### src/rtl/mul_div_pkg.sv
// Shared definitions for the signed multiply/divide unit.
//   WIDTH / ITER   operand width and number of CALC iterations
//   OP_MUL/OP_DIV  encodings of the op input
//   state_t        sequencer states
//   magnitude()    two's-complement absolute value (0x80000000 maps to
//                  itself, which is the correct unsigned magnitude)
package mul_div_pkg;

    localparam int WIDTH = 32;
    localparam int ITER  = 32;
    localparam int CNT_W = 6;

    localparam logic OP_MUL = 1'b0;
    localparam logic OP_DIV = 1'b1;

    typedef enum logic [1:0] {
        IDLE = 2'd0,
        CALC = 2'd1,
        FIX  = 2'd2,
        DONE = 2'd3
    } state_t;

    function automatic logic [WIDTH-1:0] magnitude(input logic [WIDTH-1:0] v);
        return v[WIDTH-1] ? -v : v;
    endfunction

endpackage

### src/rtl/mul_div_unit_if.sv
// Request/result bundle of the multiply/divide unit.
//   start, op, a, b          request side (driven by the master)
//   busy, done, zhigh, zlow,
//   div_by_zero              status and result side (driven by the unit)
interface mul_div_unit_if;
    import mul_div_pkg::*;

    logic             start;
    logic             op;
    logic [WIDTH-1:0] a;
    logic [WIDTH-1:0] b;
    logic             busy;
    logic             done;
    logic [WIDTH-1:0] zhigh;
    logic [WIDTH-1:0] zlow;
    logic             div_by_zero;

    modport master (
        output start, op, a, b,
        input  busy, done, zhigh, zlow, div_by_zero
    );

    modport slave (
        input  start, op, a, b,
        output busy, done, zhigh, zlow, div_by_zero
    );

endinterface

### src/rtl/mul_div_unit.sv
// Iterative 32x32 signed multiply (radix-2 Booth) and signed divide
// (restoring, on magnitudes) sharing one 64-bit accumulator and one
// 6-bit iteration counter.
//
// Ports
//   clk   system clock, rising edge
//   rst   synchronous active-high clear, wins over start
//   bus   mul_div_unit_if.slave: start/op/a/b in, busy/done/zhigh/zlow/
//         div_by_zero out
//
// State | meaning
// ------+-------------------------------------------------------------
// IDLE  | waiting for start
// CALC  | one Booth or restoring-divide step per cycle, 32 cycles
// FIX   | sign correction, load zhigh/zlow
// DONE  | result valid; start here is accepted like in IDLE
//
// busy and done are registered decodes of the state and therefore lag the
// state by one cycle: done pulses 34 edges after the start-sampling edge
// (1 edge for a zero divisor), busy is low in that cycle. zhigh/zlow are
// loaded on entry to DONE and are already stable when done rises.
module mul_div_unit
    import mul_div_pkg::*;
(
    input  logic           clk,
    input  logic           rst,
    mul_div_unit_if.slave  bus
);

    state_t               state;
    logic                 op_q;
    logic [WIDTH-1:0]     mcand;      // multiplicand (mul) or divisor magnitude (div)
    logic [2*WIDTH-1:0]   acc;        // mul: {partial product, multiplier}; div: {remainder, quotient}
    logic                 qm1;        // Booth look-behind bit
    logic [CNT_W-1:0]     cnt;
    logic                 q_neg;
    logic                 r_neg;
    logic                 dz_flag;

    logic                 busy_q;
    logic                 done_q;
    logic                 dbz_q;
    logic [WIDTH-1:0]     zhigh_q;
    logic [WIDTH-1:0]     zlow_q;

    logic                 accept;
    logic [WIDTH:0]       booth_sum;
    logic [WIDTH:0]       rem_shift;
    logic [WIDTH:0]       rem_diff;
    logic [2*WIDTH-1:0]   acc_step;
    logic [WIDTH-1:0]     fix_hi;
    logic [WIDTH-1:0]     fix_lo;

    assign accept = bus.start && ((state == IDLE) || (state == DONE));

    // One iteration of the active algorithm. The Booth add is done in 33
    // bits so that subtracting 0x80000000 cannot overflow; after the
    // arithmetic shift the upper half always fits back into 32 bits.
    always_comb begin
        booth_sum = {acc[2*WIDTH-1], acc[2*WIDTH-1:WIDTH]};
        rem_shift = {acc[2*WIDTH-1:WIDTH], acc[WIDTH-1]};
        rem_diff  = rem_shift - {1'b0, mcand};
        acc_step  = acc;
        if (op_q == OP_MUL) begin
            case ({acc[0], qm1})
                2'b01:   booth_sum = {acc[2*WIDTH-1], acc[2*WIDTH-1:WIDTH]} + {mcand[WIDTH-1], mcand};
                2'b10:   booth_sum = {acc[2*WIDTH-1], acc[2*WIDTH-1:WIDTH]} - {mcand[WIDTH-1], mcand};
                default: ;
            endcase
            acc_step = {booth_sum, acc[WIDTH-1:1]};
        end else begin
            // Remainder stays below the divisor (<= 2^31), so the shifted
            // value fits 32 bits and bit 32 of the difference is the borrow.
            if (!rem_diff[WIDTH]) begin
                acc_step = {rem_diff[WIDTH-1:0], acc[WIDTH-2:0], 1'b1};
            end else begin
                acc_step = {rem_shift[WIDTH-1:0], acc[WIDTH-2:0], 1'b0};
            end
        end
    end

    // Quotient takes the XOR of operand signs, remainder the dividend sign.
    always_comb begin
        fix_hi = acc[2*WIDTH-1:WIDTH];
        fix_lo = acc[WIDTH-1:0];
        if (op_q == OP_DIV) begin
            fix_lo = q_neg ? -acc[WIDTH-1:0]       : acc[WIDTH-1:0];
            fix_hi = r_neg ? -acc[2*WIDTH-1:WIDTH] : acc[2*WIDTH-1:WIDTH];
        end
    end

    always_ff @(posedge clk) begin
        if (rst) begin
            state   <= IDLE;
            op_q    <= OP_MUL;
            mcand   <= '0;
            acc     <= '0;
            qm1     <= 1'b0;
            cnt     <= '0;
            q_neg   <= 1'b0;
            r_neg   <= 1'b0;
            dz_flag <= 1'b0;
            busy_q  <= 1'b0;
            done_q  <= 1'b0;
            dbz_q   <= 1'b0;
            zhigh_q <= '0;
            zlow_q  <= '0;
        end else begin
            busy_q <= (state == CALC) || (state == FIX);
            done_q <= (state == DONE);

            // The flag travels with the done pulse of its own operation.
            if (state == DONE) begin
                dbz_q <= dz_flag;
            end else if (accept) begin
                dbz_q <= 1'b0;
            end

            case (state)
                IDLE, DONE: begin
                    if (accept) begin
                        op_q    <= bus.op;
                        cnt     <= '0;
                        qm1     <= 1'b0;
                        dz_flag <= 1'b0;
                        q_neg   <= bus.a[WIDTH-1] ^ bus.b[WIDTH-1];
                        r_neg   <= bus.a[WIDTH-1];
                        if (bus.op == OP_MUL) begin
                            mcand <= bus.a;
                            acc   <= {{WIDTH{1'b0}}, bus.b};
                            state <= CALC;
                        end else if (bus.b == '0) begin
                            mcand   <= '0;
                            acc     <= '0;
                            dz_flag <= 1'b1;
                            zhigh_q <= bus.a;
                            zlow_q  <= '1;
                            state   <= DONE;
                        end else begin
                            mcand <= magnitude(bus.b);
                            acc   <= {{WIDTH{1'b0}}, magnitude(bus.a)};
                            state <= CALC;
                        end
                    end else begin
                        state <= IDLE;
                    end
                end
                CALC: begin
                    acc <= acc_step;
                    qm1 <= acc[0];
                    cnt <= cnt + CNT_W'(1);
                    if (cnt == CNT_W'(ITER - 1)) begin
                        state <= FIX;
                    end
                end
                FIX: begin
                    zhigh_q <= fix_hi;
                    zlow_q  <= fix_lo;
                    state   <= DONE;
                end
                default: state <= IDLE;
            endcase
        end
    end

    assign bus.busy        = busy_q;
    assign bus.done        = done_q;
    assign bus.div_by_zero = dbz_q;
    assign bus.zhigh       = zhigh_q;
    assign bus.zlow        = zlow_q;

endmodule

### src/flat_wrapper.sv
// flat-port wrapper written by rule: the top's interface ports become plain ports
module mul_div_unit_flat import mul_div_pkg::*;
  (clk, rst, bus_start, bus_op, bus_a, bus_b, bus_busy, bus_done, bus_zhigh, bus_zlow, bus_div_by_zero);
  mul_div_unit_if bus_i ();
  input  logic clk;
  input  logic rst;
  input wire logic [$bits(bus_i.start)-1:0] bus_start;
  input wire logic [$bits(bus_i.op)-1:0] bus_op;
  input wire logic [$bits(bus_i.a)-1:0] bus_a;
  input wire logic [$bits(bus_i.b)-1:0] bus_b;
  output wire logic [$bits(bus_i.busy)-1:0] bus_busy;
  output wire logic [$bits(bus_i.done)-1:0] bus_done;
  output wire logic [$bits(bus_i.zhigh)-1:0] bus_zhigh;
  output wire logic [$bits(bus_i.zlow)-1:0] bus_zlow;
  output wire logic [$bits(bus_i.div_by_zero)-1:0] bus_div_by_zero;
  assign bus_i.start = bus_start;
  assign bus_i.op = bus_op;
  assign bus_i.a = bus_a;
  assign bus_i.b = bus_b;
  assign bus_busy = bus_i.busy;
  assign bus_done = bus_i.done;
  assign bus_zhigh = bus_i.zhigh;
  assign bus_zlow = bus_i.zlow;
  assign bus_div_by_zero = bus_i.div_by_zero;
  mul_div_unit u_core (.clk(clk), .rst(rst), .bus(bus_i));
endmodule
### config.mk
export PLATFORM = sky130hd
export DESIGN_NAME = mul_div_unit_flat
export DESIGN_NICKNAME = d
export VERILOG_FILES = /design/src/rtl/mul_div_pkg.sv /design/src/rtl/mul_div_unit_if.sv /design/src/rtl/mul_div_unit.sv /design/src/flat_wrapper.sv
export SDC_FILE = /design/constraint.sdc
export NUM_CORES = 1
export LEC_CHECK = 0
export CORE_AREA = 2 2 248 250
export DETAILED_ROUTE_END_ITERATION = 10
export DIE_AREA = 0 0 250 252
export GPL_ROUTABILITY_DRIVEN = 1
export PLACE_DENSITY_LB_ADDON = 0.12
export SYNTH_ARGS = -nofsm -noshare
export SYNTH_HDL_FRONTEND = slang
export SYNTH_SLANG_ARGS = --single-unit
### constraint.sdc
create_clock -name clk -period 4.63 [get_ports clk]
set_clock_uncertainty 0.1 [all_clocks]
set_input_delay 0.926 -clock clk [delete_from_list [all_inputs] [get_ports clk]]
set_output_delay 0.926 -clock clk [all_outputs]
set_load 0.05 [all_outputs]
==> results.yml, run 1 <==
finish:
  multiInputGateArea_sq_mm: 0.0106
  stdcell_area_sq_mm: 0.0182
  drive_gt1_share_pct: 8.75
  regArea_sq_mm: 0.00352
  final_core_util_pct: 30.3
  area_delta_synth_final_pct: 22.1
  layout.nets: 2259
  fill_cells: 6579
  n_antenna_cell: 0
power:
  powerDensity_mw_per_mm2: 555
  leakage_nw: 6.52
  ir_drop_mv: 0.275
placed_design:
  post-dp-hpwl_um: 48500
  post_dp_cell_area_sq_mm: 0.0176
  routabilityCongestion: 0.906
  place.port_buffers: 134
clocking:
  tritoncts: "yes"
  cts_buffer_depth: 2
  numCtsBuffers: 17
  post_cts_buffers: 0
  clk_latency_ns: 0.47
  cts.sinks: 176
  htree_num_levels: 4
  clk_pin_slew_ns: 0.07
  root_buffer: "clkbuf_16"
synthesis:
  synth_cells: 1988
  synth_edf_count: 0
  ys_types: 73
  syn_nets: 2134
  synth_top_flop_cell: "dfxtp_1"
  synth_top_area_share_pct: 23.6
  synthTopCellsByArea: "dfxtp_1, xnor2_1, ha_1, a21oi_1, nor2_1"
  synth_top_area_cell: "dfxtp_1"
  syn_area_sq_mm: 0.0149
  ys_seq_elements: 176
  ys_warn_count: 0
  avgSynthCellArea_sq_um: 7.52
  async_flop_share_pct: 0
  yosysSeqAreaShare_pct: 23.6
worst_setup_path:
  path_class: "register to register"
  arrival_ns: 4.68
  r2r_end: "u_core.acc[32]"
  reg2regPathDepth: 15
  r2r_setup_slack_ns: 0.20
  required_ns: 4.88
  r2r-start: "u_core.acc[31]"
  critPathMaxFanout: 23
  worstSetupStartpointType: "register"
  end_kind: "register"
sta:
  fin_crit_sh_pct: 95.7
  tns_ns: 0
  fmax_mhz: 226
  relSlewSlack_pct: 27.9
  hold_slack_ns: 0.348
  slew_viol_final: 0
  setup_viol: 0
  tightestPinTransition_ns: 1.08
  hold_viol: 0
  period_minus_slack_ns: 4.43
  rsz0062_at_grt: "false"
routing:
  drt_wl_total_um: 61700
  ant_nets: 0
  drcViolationCount: 0
  via_count: 15600
  drt-initial-drc-count: 1185
  post_drt_wl_per_cell_um: 21.2
  dr.pass1.iters: 8
  viasPerCell: 5.37
global_route:
  track_usage_pct: 19.3
  grt_max_degree: 71
  antenna_found_initial: 2
  met2_usage_pct: 30.3
  gr-total-overflow: 0
  first_global_vias: 14900
  grt_pass1_wl_um: 93300
  use_met3_pct: 3.30
  grt_use_met1_pct: 27.1
  top_usage_layer: "met2"
hold_path:
  hp-start: "u_core.bus.zhigh[16]"
  worstHoldEndpoint: "u_core.bus.zhigh[16]"
  hold_path_depth: 2
  hold_path.class: "register to register"
die:
  initial_core_util_pct: 24.9
  core_region_area_sq_mm: 0.0601
  die_y_um: 252
  die_w_um: 250
  placementRows: 90
  ios: 135
  dieArea_sq_mm: 0.0630
job:
  cap_viol_max_count: 0
outcome:
  status: "finished, final reports clean"
## registers in the layout, summed over array words and instances, names as in the netlist, 2 cells and up
register          cells
u_core.state          2
u_core.cnt            6
u_core.bus.zlow      32
u_core.acc           64
u_core.mcand         32
u_core.bus.zhigh     32
## cell usage after synthesis, types with 49 or more instances
cell type and count:
xnor2_1 141, dfxtp_1 176, nor2_1 197, a21oi_1 171
nand2_1 177, clkbuf_1 122, o21ai_0 104, a211oi_1 71
inv_1 80, xor2_1 54, ha_1 76, mux2i_1 49
## worst max-delay path, stage by stage (launching register included)
cell and delay, ns:
dfxtp_1 0.58, inv_1 0.13, ha_1 0.25, inv_1 0.07, fa_1 0.23, a211oi_1 0.13
nor4_1 0.67, o311ai_0 0.25, buf_4 0.20, a21oi_1 0.36, or3_1 0.24, nand3_2 0.10
buf_12 0.19, nor2_1 0.39, a211oi_1 0.10, a221o_1 0.29
## power breakdown
part	total, mW	switching (mW)	internal (mW)
clock	1.61	0.695	0.918
combinational	6.20	3.85	2.34
sequential	2.32	0.449	1.87
total	10.1	5.00	5.13
## timing repair
action	in CTS	in global routing
hold buffers	0	0
resized for setup	0	4
endpoints found under the setup margin	0	3
## how the worst max path moves through the flow
stage                    start        endpoint  slack (ns)  cells past startpoint
6_report        u_core.acc[31]  u_core.acc[32]        0.20                     15
5_1_grt        u_core.mcand[2]  u_core.acc[61]       0.005                     22
4_1_cts             u_core.qm1  u_core.acc[56]        0.29                     15
3_5_place_dp          bus_b[8]   u_core.acc[7]        0.20                     11
3_3_place_gp         bus_a[10]  u_core.acc[21]        0.20                     11
2_1_floorplan  u_core.mcand[2]  u_core.acc[63]        0.46                     19
## logic make-up after synthesis
kind of cell | Yosys count | share of synthesized area [%]
compound gates | 658 | 29.8
buf+inv | 224 | 5.79
xor+xnor | 195 | 11.4
mux | 64 | 4.41
simple gates | 593 | 18.4
flops | 176 | 23.6
fa+ha+maj | 78 | 6.63
## placed cells by master (no fill, tap or decap), types with 10 or more instances in the layout
cell type and n:
xnor2_1 141, nand4_1 17, o21ai_0 102, mux2_2 15, inv_1 80, a211oi_1 71
nor2_1 195, o211ai_1 43, clkdlybuf4s50_1 132, a221oi_1 28, a21oi_1 171, and2_1 14
nor4_1 20, o41ai_1 15, nand2b_1 12, dfxtp_1 175, a311oi_1 37, nor2b_1 10
nand2_1 175, clkbuf_16 17, a21o_1 26, or3_1 18, mux2i_1 49, nand3_1 42
a22oi_1 12, nor3_1 37, ha_1 74, o31ai_1 28, and3_1 14, a222oi_1 12
buf_4 114, xor2_1 54, a31oi_1 21, o21a_1 12
## final cells by class
| class | count | share of cell area, % |
|---|---|---|
| Tap cell | 782 | 5.36 |
| Clock inverter | 10 | 0.871 |
| Sequential cell | 176 | 19.3 |
| Inverter | 82 | 1.69 |
| Multi-Input combinational cell | 1588 | 58.2 |
| Clock buffer | 22 | 2.49 |
| Timing Repair Buffer | 248 | 12.1 |
## metrics by stage
step | setup slack (ns) | total power, mW | instances
2_1_floorplan | 0.457 | 6.45 | 1988
3_3_place_gp | 0.199 | 8.52 | 2876
3_5_place_dp | 0.197 | 8.52 | 2876
4_1_cts | 0.292 | 10.2 | 2908
5_1_grt | 0.00523 | 10.9 | 2908
6_report | 0.198 | 10.1 | 2908
## metal layers
metal	share of wire, %	wire (um)
met1	49	29900
met2	45	27600
met3	4.8	2940
met4	2.0	1240
met5	0.028	17
(Power assumes the default switching activity.)
==> run 2: changes to the inputs <==
--- a/config.mk
+++ b/config.mk
@@ -5,9 +5,9 @@
 export SDC_FILE = /design/constraint.sdc
 export NUM_CORES = 1
 export LEC_CHECK = 0
-export CORE_AREA = 2 2 248 250
+export CORE_AREA = 8 8 254 256
 export DETAILED_ROUTE_END_ITERATION = 10
-export DIE_AREA = 0 0 250 252
+export DIE_AREA = 0 0 262 264
 export GPL_ROUTABILITY_DRIVEN = 1
 export PLACE_DENSITY_LB_ADDON = 0.12
 export SYNTH_ARGS = -nofsm -noshare
==> run 2 against run 1 <==
Sequential power about the same. Clock power decreased by 5%. Worst setup slack improved by 0.15 ns. Core utilization decreased by 0.54 points. Routed wire length increased by 2.3%. Sequential share of layout area increased by 0.13 points. Total power decreased by 0.97%. Cell area decreased by 0.69%. Count of clock-buffer cells in the layout unchanged. Fmax increased by 3.5%. Global-route usage decreased by 1.3 points. Sequential cell count unchanged.
==> results.yml, run 2 (synthesis results as in run 1) <==
outcome:
  status: "finished, final reports clean"
placed_design:
  place.port_buffers: 134
  routabilityCongestion: 0.917
  post-dp-hpwl_um: 49500
die:
  placementRows: 91
  core_region_area_sq_mm: 0.0608
  initial_core_util_pct: 24.6
  dieArea_sq_mm: 0.0692
  die_y_um: 264
  ios: 135
  die_w_um: 262
clocking:
  cts_buffer_depth: 2
  cts.sinks: 176
  numCtsBuffers: 17
  hold_buffers: 0
  htree_num_levels: 4
  tritoncts: "yes"
  clk_pin_slew_ns: 0.07
  root_buffer: "clkbuf_16"
  clk_latency_ns: 0.49
global_route:
  track_usage_pct: 18.0
  grt_max_degree: 77
  gr-total-overflow: 0
  antenna_found_initial: 0
  first_global_vias: 15000
  grt_pass1_wl_um: 95200
worst_setup_path:
  crit_family: "compound AO/OA/AOI/OAI gates"
  arrival_ns: 4.56
  path_class: "register to register"
  r2r_end: "u_core.acc[60]"
  critPathMaxFanout: 5
  worstSetupStartpointType: "register"
  crit_slowest_cell: "a2111oi_1"
  required_ns: 4.91
  crit_chain: "inv_1, ha_1, nand4_1, nor4_1, buf_4, a31oi_1, xnor2_1, ha_1, a21o_1, a21o_1, a21o_1, a21oi_1, o21bai_1, a2111oi_1, or4_1, nand3_1, a22o_1"
  cp_common_cell: "a21o_1"
  max_stage_delay_ns: 0.47
  r2r_setup_slack_ns: 0.35
  r2r-start: "u_core.mcand[0]"
  reg2regPathDepth: 17
  end_kind: "register"
  crit_buf_inv: 2
routing:
  drcViolationCount: 0
  post_drt_wl_per_cell_um: 21.8
  drt-initial-drc-count: 1213
  ant_nets: 0
  viasPerCell: 5.37
  via_count: 15600
  dr.pass1.iters: 5
  drt_wl_total_um: 63100
finish:
  largest_register_ff_count: 64
  top_register: "u_core.acc"
  layout.nets: 2241
  area_delta_synth_final_pct: 21.2
  layout_commonest_cell: "nor2_1"
  n_antenna_cell: 0
  drive_gt1_share_pct: 8.16
  mostFrequentLayoutCells: "nor2_1, nand2_1, dfxtp_1"
power:
  p_sw_share_pct: 50.5
  comb_power_share_pct: 61.7
  total_power_mw: 10.0
  pwr-share-seq_pct: 23.0
  p_int_mw: 4.96
  leakage_nw: 6.44
  clock_power_share_pct: 15.3
  powerDensity_mw_per_mm2: 554
  ir_drop_mv: 0.316
  p_switching_mw: 5.07
sta:
  period_minus_slack_ns: 4.28
  fmax_mhz: 234
  tightestPinTransition_ns: 1.01
  relSlewSlack_pct: 32.3
  tns_ns: 0
  slew_viol_final: 0
  setup_viol: 0
  hold_viol: 0
  fin_crit_sh_pct: 92.5
  rsz0062_at_grt: "false"
hold_path:
  hp-start: "u_core.bus.zhigh[18]"
  worstHoldEndpoint: "u_core.bus.zhigh[18]"
  hold_path_depth: 2
  hold_path.class: "register to register"
job:
  cap_viol_max_count: 0
run 2: cell types whose count changed in the layout (fill, tap and decap cells not counted), sizes merged:
cell / previous run / this run
inv: 83 / 82
clkinvlp: 2 / 4
buf: 116 / 98
bufinv: 4 / 2
run 2: routing by layer:
layer	global-route usage, %	up-vias	share of wire, %
li1	-	7553	-
met1	24.7	7560	48
met2	28.7	384	46
met3	2.55	55	4.5
met4	5.76	0	2.1
met5	0	-	0
run 2: worst min-delay path: cells and delay by family (launching register included):
kind | cells | cell delay [ns]
flops | 1 | 0.31
compound gates | 1 | 0.05
simple gates | 1 | 0.05
run 2: how the worst max path moves through the flow:
stage               startpoint             end  slack, ns  cells after the start
6_report       u_core.mcand[0]  u_core.acc[60]       0.35                     17
5_1_grt        u_core.mcand[2]  u_core.acc[63]       0.06                     20
4_1_cts        u_core.mcand[3]  u_core.acc[63]       0.22                     20
3_5_place_dp          bus_a[0]  u_core.acc[26]       0.11                     14
3_3_place_gp          bus_a[0]  u_core.acc[24]       0.12                     15
2_1_floorplan  u_core.mcand[2]  u_core.acc[63]       0.46                     19
run 2: final cells by class:
cell class                      instances  area, sq um
Sequential cell                       176         3520
Clock inverter                          9          109
Tap cell                              790          988
Multi-Input combinational cell       1588        10600
Timing Repair Buffer                  230         2080
Fill cell                            6651        42700
Clock buffer                           22          474
Inverter                               82          308
run 2: metrics by stage:
step	area, sq um	hold WS, ns	worst slack (ns)	util (%)	instances
CTS	18100	0.353	0.223	29.7	2897
global route	18100	0.379	0.0559	29.8	2897
floorplan	14900	0.337	0.457	-	1988
global placement	17500	0.345	0.118	28.8	2866
detailed placement	17500	0.344	0.109	28.8	2866
finish	18100	0.352	0.348	29.8	2897
run 2: repair_timing:
action,in CTS,in global routing
resized for setup,0,8
buffers inserted,0,0
endpoints found under the setup margin,0,6
endpoints found under the hold margin,0,0
run 2: power by group through the flow:
stage	sequential (mW)	combinational, mW	clock, mW
global placement	2.33	6.16	0
CTS	2.30	6.20	1.58
global route	2.36	6.75	1.63
detailed placement	2.33	6.17	0
floorplan	2.57	3.88	0
finish	2.31	6.19	1.53
